==> src/rtl/dm_write_buffer_if.sv <==
// Signal bundle for the store write buffer: MEM-stage store/load side plus the
// data-memory write port and occupancy status.
interface dm_write_buffer_if #(
   parameter int DEPTH  = 4,
   parameter int ADDR_W = 32,
   parameter int DATA_W = 32
);
   localparam int CNT_W = $clog2(DEPTH) + 1;

   logic              st_valid;
   logic [ADDR_W-1:0] st_addr;
   logic [DATA_W-1:0] st_data;
   logic [31:0]       st_pc;
   logic              st_ready;
   logic [ADDR_W-1:0] ld_addr;
   logic              ld_hit;
   logic [DATA_W-1:0] ld_data;
   logic              dm_we;
   logic [ADDR_W-1:0] dm_addr;
   logic [DATA_W-1:0] dm_wdata;
   logic [31:0]       dm_pc;
   logic              dm_ready;
   logic [CNT_W-1:0]  count;
   logic              empty;

   modport slave (
      input  st_valid, st_addr, st_data, st_pc, ld_addr, dm_ready,
      output st_ready, ld_hit, ld_data, dm_we, dm_addr, dm_wdata, dm_pc, count, empty
   );

   modport master (
      output st_valid, st_addr, st_data, st_pc, ld_addr, dm_ready,
      input  st_ready, ld_hit, ld_data, dm_we, dm_addr, dm_wdata, dm_pc, count, empty
   );
endinterface

==> src/rtl/dm_write_buffer.sv <==
// FIFO store buffer between MEM stage and data memory, with youngest-match
// load forwarding from all pending entries.
module dm_write_buffer #(
   parameter int DEPTH  = 4,
   parameter int ADDR_W = 32,
   parameter int DATA_W = 32
) (
   input  logic               clk,
   input  logic               reset,
   dm_write_buffer_if.slave   bus
);
   localparam int PTR_W = $clog2(DEPTH);
   localparam int CNT_W = PTR_W + 1;

   logic [ADDR_W-1:0] addr_q [DEPTH];
   logic [DATA_W-1:0] data_q [DEPTH];
   logic [31:0]       pc_q   [DEPTH];
   logic [DEPTH-1:0]  valid;
   logic [PTR_W-1:0]  wr_ptr;
   logic [PTR_W-1:0]  rd_ptr;
   logic [CNT_W-1:0]  cnt;

   logic              full;
   logic              enq;
   logic              deq;
   logic              hit;
   logic [DATA_W-1:0] fwd;
   logic [PTR_W-1:0]  idx;
   logic              unused_ld_offset;

   assign full = (cnt == CNT_W'(DEPTH));
   assign enq  = bus.st_valid && !full;
   assign deq  = (cnt != '0) && bus.dm_ready;

   assign bus.st_ready = !full;
   assign bus.dm_we    = (cnt != '0);
   assign bus.dm_addr  = addr_q[rd_ptr];
   assign bus.dm_wdata = data_q[rd_ptr];
   assign bus.dm_pc    = pc_q[rd_ptr];
   assign bus.count    = cnt;
   assign bus.empty    = (cnt == '0);
   assign bus.ld_hit   = hit;
   assign bus.ld_data  = fwd;

   assign unused_ld_offset = ^bus.ld_addr[1:0];

   // Walk oldest to youngest so the last match seen is the youngest one.
   always_comb begin
      hit = 1'b0;
      fwd = '0;
      idx = rd_ptr;
      for (int i = 0; i < DEPTH; i++) begin
         idx = rd_ptr + PTR_W'(i);
         if (valid[idx] && (addr_q[idx][ADDR_W-1:2] == bus.ld_addr[ADDR_W-1:2])) begin
            hit = 1'b1;
            fwd = data_q[idx];
         end
      end
   end

   always_ff @(posedge clk or posedge reset) begin
      if (reset) begin
         wr_ptr <= '0;
         rd_ptr <= '0;
         cnt    <= '0;
         valid  <= '0;
         for (int i = 0; i < DEPTH; i++) begin
            addr_q[i] <= '0;
            data_q[i] <= '0;
            pc_q[i]   <= '0;
         end
      end else begin
         if (enq) begin
            addr_q[wr_ptr] <= bus.st_addr;
            data_q[wr_ptr] <= bus.st_data;
            pc_q[wr_ptr]   <= bus.st_pc;
            valid[wr_ptr]  <= 1'b1;
            wr_ptr         <= wr_ptr + PTR_W'(1);
         end
         // enq and deq never target the same slot: enq needs !full, deq needs !empty.
         if (deq) begin
            valid[rd_ptr] <= 1'b0;
            rd_ptr        <= rd_ptr + PTR_W'(1);
         end
         if (enq && !deq) begin
            cnt <= cnt + CNT_W'(1);
         end else if (deq && !enq) begin
            cnt <= cnt - CNT_W'(1);
         end
      end
   end
endmodule

==> src/flat_wrapper.sv <==
// flat-port wrapper written by rule: the top's interface ports become plain ports
module dm_write_buffer_flat 
#(
   parameter int DEPTH  = 4,
   parameter int ADDR_W = 32,
   parameter int DATA_W = 32
)
  (clk, reset, bus_st_valid, bus_st_addr, bus_st_data, bus_st_pc, bus_ld_addr, bus_dm_ready, bus_st_ready, bus_ld_hit, bus_ld_data, bus_dm_we, bus_dm_addr, bus_dm_wdata, bus_dm_pc, bus_count, bus_empty);
  dm_write_buffer_if #(.DEPTH(DEPTH), .ADDR_W(ADDR_W), .DATA_W(DATA_W)) bus_i ();
  input  logic clk;
  input  logic reset;
  input wire logic [$bits(bus_i.st_valid)-1:0] bus_st_valid;
  input wire logic [$bits(bus_i.st_addr)-1:0] bus_st_addr;
  input wire logic [$bits(bus_i.st_data)-1:0] bus_st_data;
  input wire logic [$bits(bus_i.st_pc)-1:0] bus_st_pc;
  input wire logic [$bits(bus_i.ld_addr)-1:0] bus_ld_addr;
  input wire logic [$bits(bus_i.dm_ready)-1:0] bus_dm_ready;
  output wire logic [$bits(bus_i.st_ready)-1:0] bus_st_ready;
  output wire logic [$bits(bus_i.ld_hit)-1:0] bus_ld_hit;
  output wire logic [$bits(bus_i.ld_data)-1:0] bus_ld_data;
  output wire logic [$bits(bus_i.dm_we)-1:0] bus_dm_we;
  output wire logic [$bits(bus_i.dm_addr)-1:0] bus_dm_addr;
  output wire logic [$bits(bus_i.dm_wdata)-1:0] bus_dm_wdata;
  output wire logic [$bits(bus_i.dm_pc)-1:0] bus_dm_pc;
  output wire logic [$bits(bus_i.count)-1:0] bus_count;
  output wire logic [$bits(bus_i.empty)-1:0] bus_empty;
  assign bus_i.st_valid = bus_st_valid;
  assign bus_i.st_addr = bus_st_addr;
  assign bus_i.st_data = bus_st_data;
  assign bus_i.st_pc = bus_st_pc;
  assign bus_i.ld_addr = bus_ld_addr;
  assign bus_i.dm_ready = bus_dm_ready;
  assign bus_st_ready = bus_i.st_ready;
  assign bus_ld_hit = bus_i.ld_hit;
  assign bus_ld_data = bus_i.ld_data;
  assign bus_dm_we = bus_i.dm_we;
  assign bus_dm_addr = bus_i.dm_addr;
  assign bus_dm_wdata = bus_i.dm_wdata;
  assign bus_dm_pc = bus_i.dm_pc;
  assign bus_count = bus_i.count;
  assign bus_empty = bus_i.empty;
  dm_write_buffer #(.DEPTH(DEPTH), .ADDR_W(ADDR_W), .DATA_W(DATA_W)) u_core (.clk(clk), .reset(reset), .bus(bus_i));
endmodule
==> config.mk <==
export PLATFORM = sky130hd
export DESIGN_NAME = dm_write_buffer_flat
export DESIGN_NICKNAME = d
export VERILOG_FILES = /design/src/rtl/dm_write_buffer_if.sv /design/src/rtl/dm_write_buffer.sv /design/src/flat_wrapper.sv
export SDC_FILE = /design/constraint.sdc
export NUM_CORES = 1
export LEC_CHECK = 0
export ABC_AREA = 1
export CORE_MARGIN = 2
export CORE_UTILIZATION = 34
export CTS_CLUSTER_DIAMETER = 150
export CTS_CLUSTER_SIZE = 20
export DETAILED_ROUTE_END_ITERATION = 8
export PLACE_DENSITY_LB_ADDON = 0.3
export SLEW_MARGIN = 30
export SYNTH_ARGS = -nofsm -noshare
export SYNTH_HDL_FRONTEND = slang
export SYNTH_SLANG_ARGS = --single-unit
==> constraint.sdc <==
create_clock -name clk -period 29.2 [get_ports clk]
set_input_delay 4.38 -clock clk [delete_from_list [all_inputs] [get_ports clk]]
set_output_delay 4.38 -clock clk [all_outputs]
set_load 0.05 [all_outputs]
# After elaboration in Yosys (flattened, before gate mapping)
# Index checks and enable logic that the tools add are counted.
# word_totals
output_inout_bits	135
mem_bits_rw	0
in_bits	132
register_bits	395
latchBits	0
wordCells	121
rom_bits	0
n_memories	0
# classes
n_lt_le_gt_ge	13
n_div	0
n_shift	0
n_mul	0
n_eq_ne	5
bitwise_logic	8
mux	56
reduce_logical	17
addsub	6
# op_table
cell	n
two-way mux 32 bit	23
binary-select mux 32 bit (select 2 bit)	9
bitwise mux 128 bit	3
equality test 30 bit	4
demux 32 bit (select 2 bit)	1
greater-or-equal comparator 3 bit, second input constant	5
< comparator 2 x 3 -> 1 bit, second input constant	5
NOT 2 -> 3 bit	5
logical AND 1 bit	11
two-way mux 1 bit	10
binary-select mux 1 bit (select 2 bit)	4
two-way mux 4 bit	2
two-way mux 3 bit	2
adder 2 x 1 -> 2 bit, second input constant	2
adder 2 bit, second input constant	2
AND 4 bit	1
demux 1 bit (select 2 bit)	2
greater-or-equal comparator 2 x 1 -> 1 bit, second input constant	2
NOT 4 bit	1
OR 4 bit	1
adder 3 x 1 -> 3 bit, second input constant	1
equality test 3 bit, second input constant	1
logical NOT 1 bit	3
logical NOT 3 bit	1
other kinds (4)	4

# Depth between registers and ports, before layout
# Gate-level depths: netlist of the first run.
# depth
word_depth	10
depth_mapped	27
mapped_depth_nobuf	19

# Worst setup path after synthesis of the first run
# No wires, ideal clock.
# synth_timing
path_kind	input-to-output
startpoint	input bus_ld_addr[22]
endpoint	output bus_ld_data[10]
t_required_ps	24820
setup_slack_ps	18804
path_buffers	2
t_arrival_ps	6016
cell_stages	16
path_cell_list	clkbuf_1 > inv_1 > nand3_1 > nand2_1 > inv_1 > nand2_1 > nor2_1 > nand2_1 > nor2_2 > nand2_1 > nand2_2 > buf_4 > nand2_1 > nand2_1 > nand2_1 > nand2_1
# synth_via
elab_chain_len	6
elab_cells_between_ends	12
classes_between	eq/ne (4); mux (4); reduce/logical (4)
# synth_lines
element	line_no	source
start, declared	flat_wrapper.sv:16	input wire logic [$bits(bus_i.ld_addr)-1:0] bus_ld_addr;
equality test 30 bit	dm_write_buffer.sv:54	if (valid[idx] && (addr_q[idx][ADDR_W-1:2] == bus.ld_addr[ADDR_W-1:2])) begin
logical AND 1 bit	dm_write_buffer.sv:54	
two-way mux 32 bit (3 in a row)	dm_write_buffer.sv:54	
two-way mux 32 bit (*)	dm_write_buffer.sv:54	
end, declared	flat_wrapper.sv:20	output wire logic [$bits(bus_i.ld_data)-1:0] bus_ld_data;
# Every way passes the cells marked *; elsewhere a longest branch is shown, timed or not.

# Final worst setup path of the first run
# layout_timing
startpoint	input bus_ld_addr[20]
endpoint	output bus_ld_data[29]
# The elaborated chain is that of the path after synthesis.

==> results of run 1 <==
## through the flow
stage               utilization [%]  hold WS, ps  cell area, µm²  setup slack (ps)  cells
CTS                            39.4          488           28700             16430   4667
detailed placement             38.6          466           28100             16430   4640
global route                   39.6          509           28900             16110   4671
floorplan                         -          450           25100             13840   3617
global placement               38.6          464           28100             16430   4640
finish                         39.6          485           28900             16390   4673
## metal layers
| metal | vias up | part of all wire (%) |
|---|---|---|
| met3 | 93 | 7.5 |
| met2 | 748 | 46 |
| li1 | 11814 | - |
| met4 | 12 | 1.7 |
| met5 | - | 0.085 |
| met1 | 11245 | 45 |
## sequential cells by signal (all words and copies together) (netlist names)
| name | count |
|---|---|
| u_core.bus.count | 3 |
| u_core.addr_q | 128 |
| u_core.rd_ptr | 2 |
| u_core.wr_ptr | 2 |
| u_core.pc_q | 128 |
| u_core.valid | 4 |
| u_core.data_q | 128 |
## cell type report
class | count | area [µm²] | area share [%]
Antenna cell | 2 | 5.00 | 0.0173
Clock buffer | 25 | 593 | 2.05
Clock inverter | 2 | 13.8 | 0.0477
Inverter | 307 | 1170 | 4.07
Multi-Input combinational cell | 2688 | 13000 | 45.1
Sequential cell | 395 | 9890 | 34.3
Tap cell | 959 | 1200 | 4.16
Timing Repair Buffer | 295 | 2980 | 10.3
## synth_stat cells (13+ instances only)
cell type	number	area share, %
o21ai_1	18	0.36
dfrtp_1	395	39
mux2_2	171	7.7
buf_1	21	0.31
a21oi_1	48	0.96
nand2_1	1385	21
clkbuf_1	122	1.8
o21ai_0	481	9.6
inv_1	301	4.5
o22ai_1	36	0.90
buf_2	48	0.96
nand4_1	13	0.32
nand3_1	315	6.3
nor2_1	138	2.1
xor2_1	18	0.63
buf_4	27	0.81
o211ai_1	34	1.0
## worst reg2reg max path, delay by kind of cell, from the launching register on
family / cells / cell delay, ps
multiplexers: 1 / 460
flip-flops: 1 / 460
buffers and inverters: 3 / 1520
AND/OR/NAND/NOR: 4 / 820
## cells by family (layout without fill, tap and decap cells)
family	after synthesis	after routing	share of synthesized area, %
XOR/XNOR	20	20	0.699
flip-flops	395	395	39.4
AND/OR/NAND/NOR	1866	1866	29.8
adder cells (fa/ha/maj)	10	10	0.529
buffers and inverters	534	629	8.93
other	0	2	0
AO/OA/AOI/OAI	619	619	12.9
multiplexers	173	173	7.76
## layout by cell type (no fill, tap or decap), types with 8 or more instances in the layout
master	synthesis	layout
nand2_1	1385	1384
o21ai_0	481	481
dfrtp_1	395	393
nand3_1	315	315
inv_1	301	300
clkdlybuf4s50_1	0	264
mux2_2	171	171
nor2_1	138	134
a21oi_1	48	48
o22ai_1	36	36
o211ai_1	34	34
clkbuf_16	0	23
buf_4	27	22
o21ai_1	18	18
xor2_1	18	18
nand4_1	13	13
nor3_1	8	8
ha_1	9	8
## how the worst max path moves through the flow
stage | end | slack [ps]
6_report | bus_ld_data[29] | 16390
3_5_place_dp | bus_ld_data[29] | 16430
4_1_cts | bus_ld_data[29] | 16430
5_1_grt | bus_ld_data[21] | 16110
2_1_floorplan | u_core.addr_q[0] | 13840
3_3_place_gp | bus_ld_data[29] | 16430
==> flow_metrics.env, run 1 <==
export IMPL_syn_nets=3759
export IMPL_cts_max_level=1
export IMPL_cp_required_ps=24820
export IMPL_async_reset_ff_share_pct=100
export IMPL_num_vias=23912
export IMPL_grt_setup_unrepaired="no"
export IMPL_hold_viol=0
export IMPL_use_met3_pct=3.13
export IMPL_routed_wl_um=81100
export IMPL_clk_pin_slew_ps=80
export IMPL_wire_per_inst_um=17.4
export IMPL_synth_edf_count=0
export IMPL_initial_core_util_pct=34.4
export IMPL_critPathMaxStageDelay_ps=830
export IMPL_period_minus_slack_ps=12810
export IMPL_ys_ff_latch=395
export IMPL_worstMarginPinSlew_ps=1160
export IMPL_post_cts_buffers=0
export IMPL_die_h_um=276
export IMPL_slew_headroom_pct=22.4
export IMPL_top_usage_layer="met2"
export IMPL_routabilityCongestion=0.964
export IMPL_design_die_area_um2=75900
export IMPL_cts_buffer_depth=3
export IMPL_skew_ps=27.4
export IMPL_worstPathMaxFanout=33
export IMPL_grtUsageMet2_pct=34.1
export IMPL_ctsResizeCount=0
export IMPL_ys_seq_area_share_pct=39.4
export IMPL_postCtsHoldBufs=0
export IMPL_drc=0
export IMPL_timing_final_crit_share_pct=43.9
export IMPL_crit_path_end_kind="output pin"
export IMPL_setup_tns_final_ps=0
export IMPL_synth_cell_types=32
export IMPL_finalSetupViolCount=0
export IMPL_fp_dieW_um=276
export IMPL_netlist_instances=3617
export IMPL_dpl_hpwl_um=52300
export IMPL_grt_max_degree=221
export IMPL_worstPathArrival_ps=8430
export IMPL_min_from="u_core.pc_q[114]"
export IMPL_hold_path_class="reg -> reg"
export IMPL_r2r_cells=8
export IMPL_clock_latency_ps=600
export IMPL_vias_per_cell=5.12
export IMPL_worstPathCellList="clkdlybuf4s50_1 > nand3_1 > nand2_1 > inv_1 > nor2_1 > nand2_1 > nor2_4 > buf_4 > nand2_1 > nand2_2 > nand2_1 > nand2_1 > nand2_1 > nand2_1 > clkdlybuf4s50_1"
export IMPL_rows=99
export IMPL_drv_slew=0
export IMPL_cts_root_buf="clkbuf_16"
export IMPL_reg2reg_slack_ps=25830
export IMPL_crit_buf_inv=4
export IMPL_layout_nets=3852
export IMPL_overflow=0
export IMPL_numCtsBuffers=23
export IMPL_max_cap_viol_count=0
export IMPL_cp_slowest_cell="clkdlybuf4s50_1"
export IMPL_firstDrtPassIters=8
export IMPL_cts_tree="built"
export IMPL_grt_pass1_vias=21790
export IMPL_critPathLaunch="bus_ld_addr[20]"
export IMPL_cp_start_kind="primary input"
export IMPL_grt_first_pass_wirelength_um=125000
export IMPL_coreArea_um2=73000
export IMPL_io_buffers=264
export IMPL_syn_area_per_cell_um2=6.93
export IMPL_fillers=7660
export IMPL_syn_cell_area_um2=25100
export IMPL_use_met1_pct=29.4
export IMPL_status="completed"
export IMPL_crit_family="buffers and inverters"
export IMPL_syn2layout_area_growth_pct=15.1
export IMPL_path_class="in -> out"
export IMPL_ys_flop_type="dfrtp_1"
export IMPL_yosys_warnings=0
export IMPL_grt_use_total_pct=20.9
export IMPL_drt_iter0_markers=2015
export IMPL_max_freq_mhz=78.1
export IMPL_antenna_found_initial=7
export IMPL_hold_depth=2
export IMPL_io_pins=267
export IMPL_drive_gt1_share_pct=6.71
export IMPL_r2r_start="u_core.bus.count[0]"
export IMPL_ant_nets=0
export IMPL_r2r_end="u_core.pc_q[67]"
export IMPL_path_common_cell="nand2_1"
export IMPL_worst_path_stages=15
export IMPL_min_to="u_core.pc_q[114]"
export IMPL_cts_sinks=395
Power of run 1 is left out: the tool's default activity adds up to more than one toggle a clock period on the data nets, which glitch-free logic cannot reach.
==> run 2, diff against run 1 <==
Clock period 29.2 ns to 12.3 ns, I/O delays scaled along.
==> run 2 against run 1 <==
Effect of this change:
- die area is the same
- final area shrank 0.30%
- routed wire length shrank 1.1%
- cell count is essentially flat
- register-to-register slack lost 18000 ps
- global-route usage grew 0.060 points
- first-iteration DRC count grew 1.8%
- critical path type is now reg -> out
- largest cell class unchanged
- highest routed layer unchanged
==> flow_metrics.env, run 2 (synthesis results as in run 1) <==
export IMPL_hold_path_class="reg -> reg"
export IMPL_layout_common_cells="nand2_1 (1384), o21ai_0 (481), dfrtp_1 (393), nand3_1 (315), inv_1 (300)"
export IMPL_cts_max_level=1
export IMPL_worstMarginPinSlew_ps=979
export IMPL_max_cap_viol_count=0
export IMPL_clock_latency_ps=600
export IMPL_drt_iter0_markers=2052
export IMPL_cts_tree="built"
export IMPL_firstDrtPassIters=5
export IMPL_ant_nets=0
export IMPL_ctsResizeCount=0
export IMPL_timing_final_crit_share_pct=72.3
export IMPL_grt_pass1_vias=22028
export IMPL_design_die_area_um2=75900
export IMPL_clk_pin_slew_ps=100
export IMPL_setup_ws_ps=3410
export IMPL_worstPathMaxFanout=67
export IMPL_postCtsHoldBufs=0
export IMPL_placed_area_um2=28100
export IMPL_place_inst=4642
export IMPL_io_pins=267
export IMPL_die_h_um=276
export IMPL_instances_no_fill=4672
export IMPL_rows=99
export IMPL_grt_first_pass_wirelength_um=126000
export IMPL_overflow=0
export IMPL_drive_gt1_share_pct=6.66
export IMPL_wire_per_inst_um=17.2
export IMPL_post_cts_buffers=0
export IMPL_slew_headroom_pct=34.6
export IMPL_io_buffers=264
export IMPL_cp_required_ps=10450
export IMPL_cts_sinks=395
export IMPL_num_vias=23878
export IMPL_layout_commonest_cell="nand2_1"
export IMPL_worstPathArrival_ps=7050
export IMPL_fp_dieW_um=276
export IMPL_dp_slack_ps=4090
export IMPL_vias_per_cell=5.11
export IMPL_crit_path_end_kind="output pin"
export IMPL_skew_ps=27.7
export IMPL_routed_wl_um=80200
export IMPL_grt_setup_unrepaired="no"
export IMPL_max_freq_mhz=112
export IMPL_syn2layout_area_growth_pct=14.8
export IMPL_cp_start_kind="flip-flop"
export IMPL_grt_max_degree=268
export IMPL_grt_use_total_pct=21.0
export IMPL_numCtsBuffers=23
export IMPL_cts_buffer_depth=3
export IMPL_status="completed"
export IMPL_coreArea_um2=73000
export IMPL_reg_top3="u_core.addr_q: 128 flops, u_core.data_q: 128 flops, u_core.pc_q: 128 flops"
export IMPL_period_minus_slack_ps=8890
export IMPL_initial_core_util_pct=34.4
export IMPL_cts_root_buf="clkbuf_16"
export IMPL_routabilityCongestion=0.974
export IMPL_hold_viol=0
export IMPL_setup_tns_final_ps=0
export IMPL_dpl_hpwl_um=53000
export IMPL_finalSetupViolCount=0
export IMPL_antenna_found_initial=8
export IMPL_drv_slew=0
export IMPL_fin_area_um2=28800
export IMPL_path_class="reg -> out"
export IMPL_layout_nets=3851
export IMPL_drc=0
## run 2: cell types whose count changed in the layout (fill, tap and decap cells not counted), sizes merged
cell	delta
clkinv	-1
buf	-1
clkinvlp	+2
inv	-1
## run 2: through the flow
| stage | utilization (%) | hold WS, ps |
|---|---|---|
| floorplan | - | 450 |
| global placement | 38.6 | 463 |
| detailed placement | 38.6 | 465 |
| CTS | 39.4 | 488 |
| global route | 39.5 | 505 |
| finish | 39.5 | 483 |
## run 2: final timing paths
check | start | end | slack (ps) | cells past startpoint
max | u_core.rd_ptr[1] | bus_ld_data[29] | 3410 | 19
min | u_core.pc_q[112] | u_core.pc_q[112] | 480 | 2
max reg2reg | u_core.bus.count[0] | u_core.addr_q[35] | 8280 | 7
min reg2reg | u_core.pc_q[112] | u_core.pc_q[112] | 480 | 2
max in group asynchronous | reset | u_core.rd_ptr[1] | 8580 | 4
min in group asynchronous | reset | u_core.pc_q[48] | 1690 | 2
## run 2: area by class of cell
type / count / area (µm²)
diodes: 2 / 5.00
clock buffers: 25 / 583
clock inverters: 2 / 16.3
fillers: 7737 / 44200
inverters: 307 / 1170
multi-input cells: 2688 / 13000
flip-flops and latches: 395 / 9890
well taps: 959 / 1200
repair buffers: 294 / 2910
## run 2: routing by layer
layer | GRT usage [%] | share of wire [%] | wire, µm
met1 | 29.4 | 46 | 36700
met2 | 34.4 | 46 | 36700
met3 | 2.66 | 6.0 | 4830
met4 | 5.32 | 2.4 | 1940
met5 | 0 | 0.082 | 66
## run 2: worst max-delay path, stage by stage (launching register included)
cell and delay, ps:
dfrtp_4 890, inv_6 390, ha_4 830, buf_4 640, nand3_1 200, nand3_1 230, nand2_1 70, inv_1 50
nand2_1 40, nor2_1 180, nand2_1 130, nor2_4 100, buf_4 470, nand2_1 170, nand2_2 720, nand2_1 120
nand2_1 80, nand2_1 60, nand2_1 130, clkdlybuf4s50_1 830
Power of run 2 is left out for the same reason.
==> run 3, diff against run 2 <==
Clock period 12.3 ns to 8.5 ns, I/O delays scaled along.
==> run 3 against run 2 <==
Effect of this change:
- die area unchanged
- cell count hardly changed
- first-iteration DRC count down 10%
- flip-flop and latch count did not move
- final area grew 0.20%
- hold slack better by 4.2 ps
- largest cell class unchanged
- via count shrank 0.79%
- critical endpoint is now bus_ld_data[2]
==> flow_metrics.env, run 3 (synthesis results as in run 1) <==
export IMPL_critPathLaunch="u_core.rd_ptr[0]"
export IMPL_drc=0
export IMPL_io_buffers=264
export IMPL_period_minus_slack_ps=7690
export IMPL_layout_commonest_cell="nand2_1"
export IMPL_cts_max_level=1
export IMPL_overflow=0
export IMPL_layout_nets=3846
export IMPL_grt_max_degree=269
export IMPL_reg2reg_slack_ps=4640
export IMPL_cts_root_buf="clkbuf_16"
export IMPL_postCtsHoldBufs=0
export IMPL_slew_headroom_pct=36.2
export IMPL_crit_path_end_kind="output pin"
export IMPL_grt_first_pass_wirelength_um=124000
export IMPL_timing_final_crit_share_pct=90.4
export IMPL_coreArea_um2=73000
export IMPL_holdWs_ps=487
export IMPL_drive_gt1_share_pct=6.53
export IMPL_cts_sinks=395
export IMPL_worstMarginPinSlew_ps=956
export IMPL_numCtsBuffers=23
export IMPL_ant_nets=0
export IMPL_multi_input_area_um2=13000
export IMPL_routed_wl_um=80100
export IMPL_design_die_area_um2=75900
export IMPL_path_class="reg -> out"
export IMPL_fp_dieW_um=276
export IMPL_cts_buffer_depth=3
export IMPL_instances_no_fill=4673
export IMPL_worstSetupEndpoint="bus_ld_data[2]"
export IMPL_grt_use_total_pct=20.8
export IMPL_hold_path_class="reg -> reg"
export IMPL_die_h_um=276
export IMPL_routabilityCongestion=0.990
export IMPL_status="completed"
export IMPL_syn2layout_area_growth_pct=15.0
export IMPL_worstPathCellList="inv_6 > ha_4 > inv_4 > nand3_1 > nand2_1 > nand2_1 > nand2_1 > nor2_1 > nand2_1 > inv_1 > nand2_1 > nor2_4 > nand2_1 > nand2_2 > nand2_1 > nand2_1 > nand2_1 > nand2_1 > clkdlybuf4s50_1"
export IMPL_rows=99
export IMPL_grt_pass1_vias=21700
export IMPL_wire_per_inst_um=17.2
export IMPL_r2r_start="u_core.bus.count[0]"
export IMPL_firstDrtPassIters=6
export IMPL_cts_tree="built"
export IMPL_reg_top3="u_core.addr_q: 128 flops, u_core.data_q: 128 flops, u_core.pc_q: 128 flops"
export IMPL_setup_tns_final_ps=0
export IMPL_worstPathArrival_ps=6410
export IMPL_layout_common_cells="nand2_1 (1384), o21ai_0 (481), dfrtp_1 (393), nand3_1 (315), inv_1 (300)"
export IMPL_clk_pin_slew_ps=90
export IMPL_r2r_end="u_core.data_q[111]"
export IMPL_path_common_cell="nand2_1"
export IMPL_setup_ws_ps=814
export IMPL_vias_per_cell=5.07
export IMPL_io_pins=267
export IMPL_dpl_hpwl_um=52200
export IMPL_worstPathMaxFanout=84
export IMPL_finalSetupViolCount=0
export IMPL_clock_latency_ps=580
export IMPL_dp_slack_ps=1420
export IMPL_seq_area_um2=9890
export IMPL_grt_setup_unrepaired="no"
export IMPL_hold_viol=0
export IMPL_skew_ps=15.8
export IMPL_max_freq_mhz=130
export IMPL_max_cap_viol_count=0
export IMPL_cp_start_kind="flip-flop"
export IMPL_num_vias=23690
export IMPL_cp_required_ps=7220
export IMPL_r2r_cells=10
export IMPL_antenna_found_initial=7
export IMPL_cp_slowest_cell="dfrtp_4"
export IMPL_place_inst=4636
export IMPL_fillers=7593
export IMPL_initial_core_util_pct=34.4
export IMPL_drt_iter0_markers=1847
export IMPL_post_cts_buffers=0
export IMPL_ctsResizeCount=0
export IMPL_drv_slew=0
export IMPL_critPathMaxStageDelay_ps=1050
==> run 3: layout make-up <==
| class | count | share of cell area, % |
|---|---|---|
| multi-input combinational | 2688 | 45.1 |
| clock inverter | 2 | 0.0564 |
| antenna | 8 | 0.0694 |
| clock buffer | 25 | 2.02 |
| timing repair buffer | 289 | 10.2 |
| tap | 959 | 4.16 |
| sequential | 395 | 34.3 |
| inverter | 307 | 4.07 |
==> run 3: worst max-delay path: cells and delay by family, from the launching register on <==
| family | cells | cell delay (ps) |
|---|---|---|
| and+or+nand+nor | 14 | 2160 |
| buffers and inverters | 4 | 1640 |
| DFF | 1 | 1050 |
| adders and majority gates | 1 | 900 |
==> run 3: metal layers <==
layer	wire [µm]	track usage, %	up-vias
met5	11	0	-
li1	-	-	11811
met4	1650	4.84	2
met3	4870	2.91	95
met1	36400	28.6	11181
met2	37200	34.6	601
==> run 3: stage by stage <==
step	util, %	instance area (µm²)
floorplan	-	25100
global placement	38.6	28200
global route	39.5	28800
detailed placement	38.6	28200
finish	39.5	28800
CTS	39.4	28800
==> run 3: how the worst min path moves through the flow <==
stage / start / endpoint / slack, ps / cells after the start
after global placement: u_core.pc_q[112] / u_core.pc_q[112] / 460 / 2
after detailed placement: u_core.pc_q[103] / u_core.pc_q[103] / 470 / 2
after CTS: u_core.pc_q[103] / u_core.pc_q[103] / 490 / 2
after global routing: u_core.pc_q[108] / u_core.pc_q[108] / 510 / 2
final: u_core.pc_q[103] / u_core.pc_q[103] / 490 / 2
after floorplan: u_core.pc_q[100] / u_core.pc_q[100] / 450 / 2
Power of run 3 is left out for the same reason.
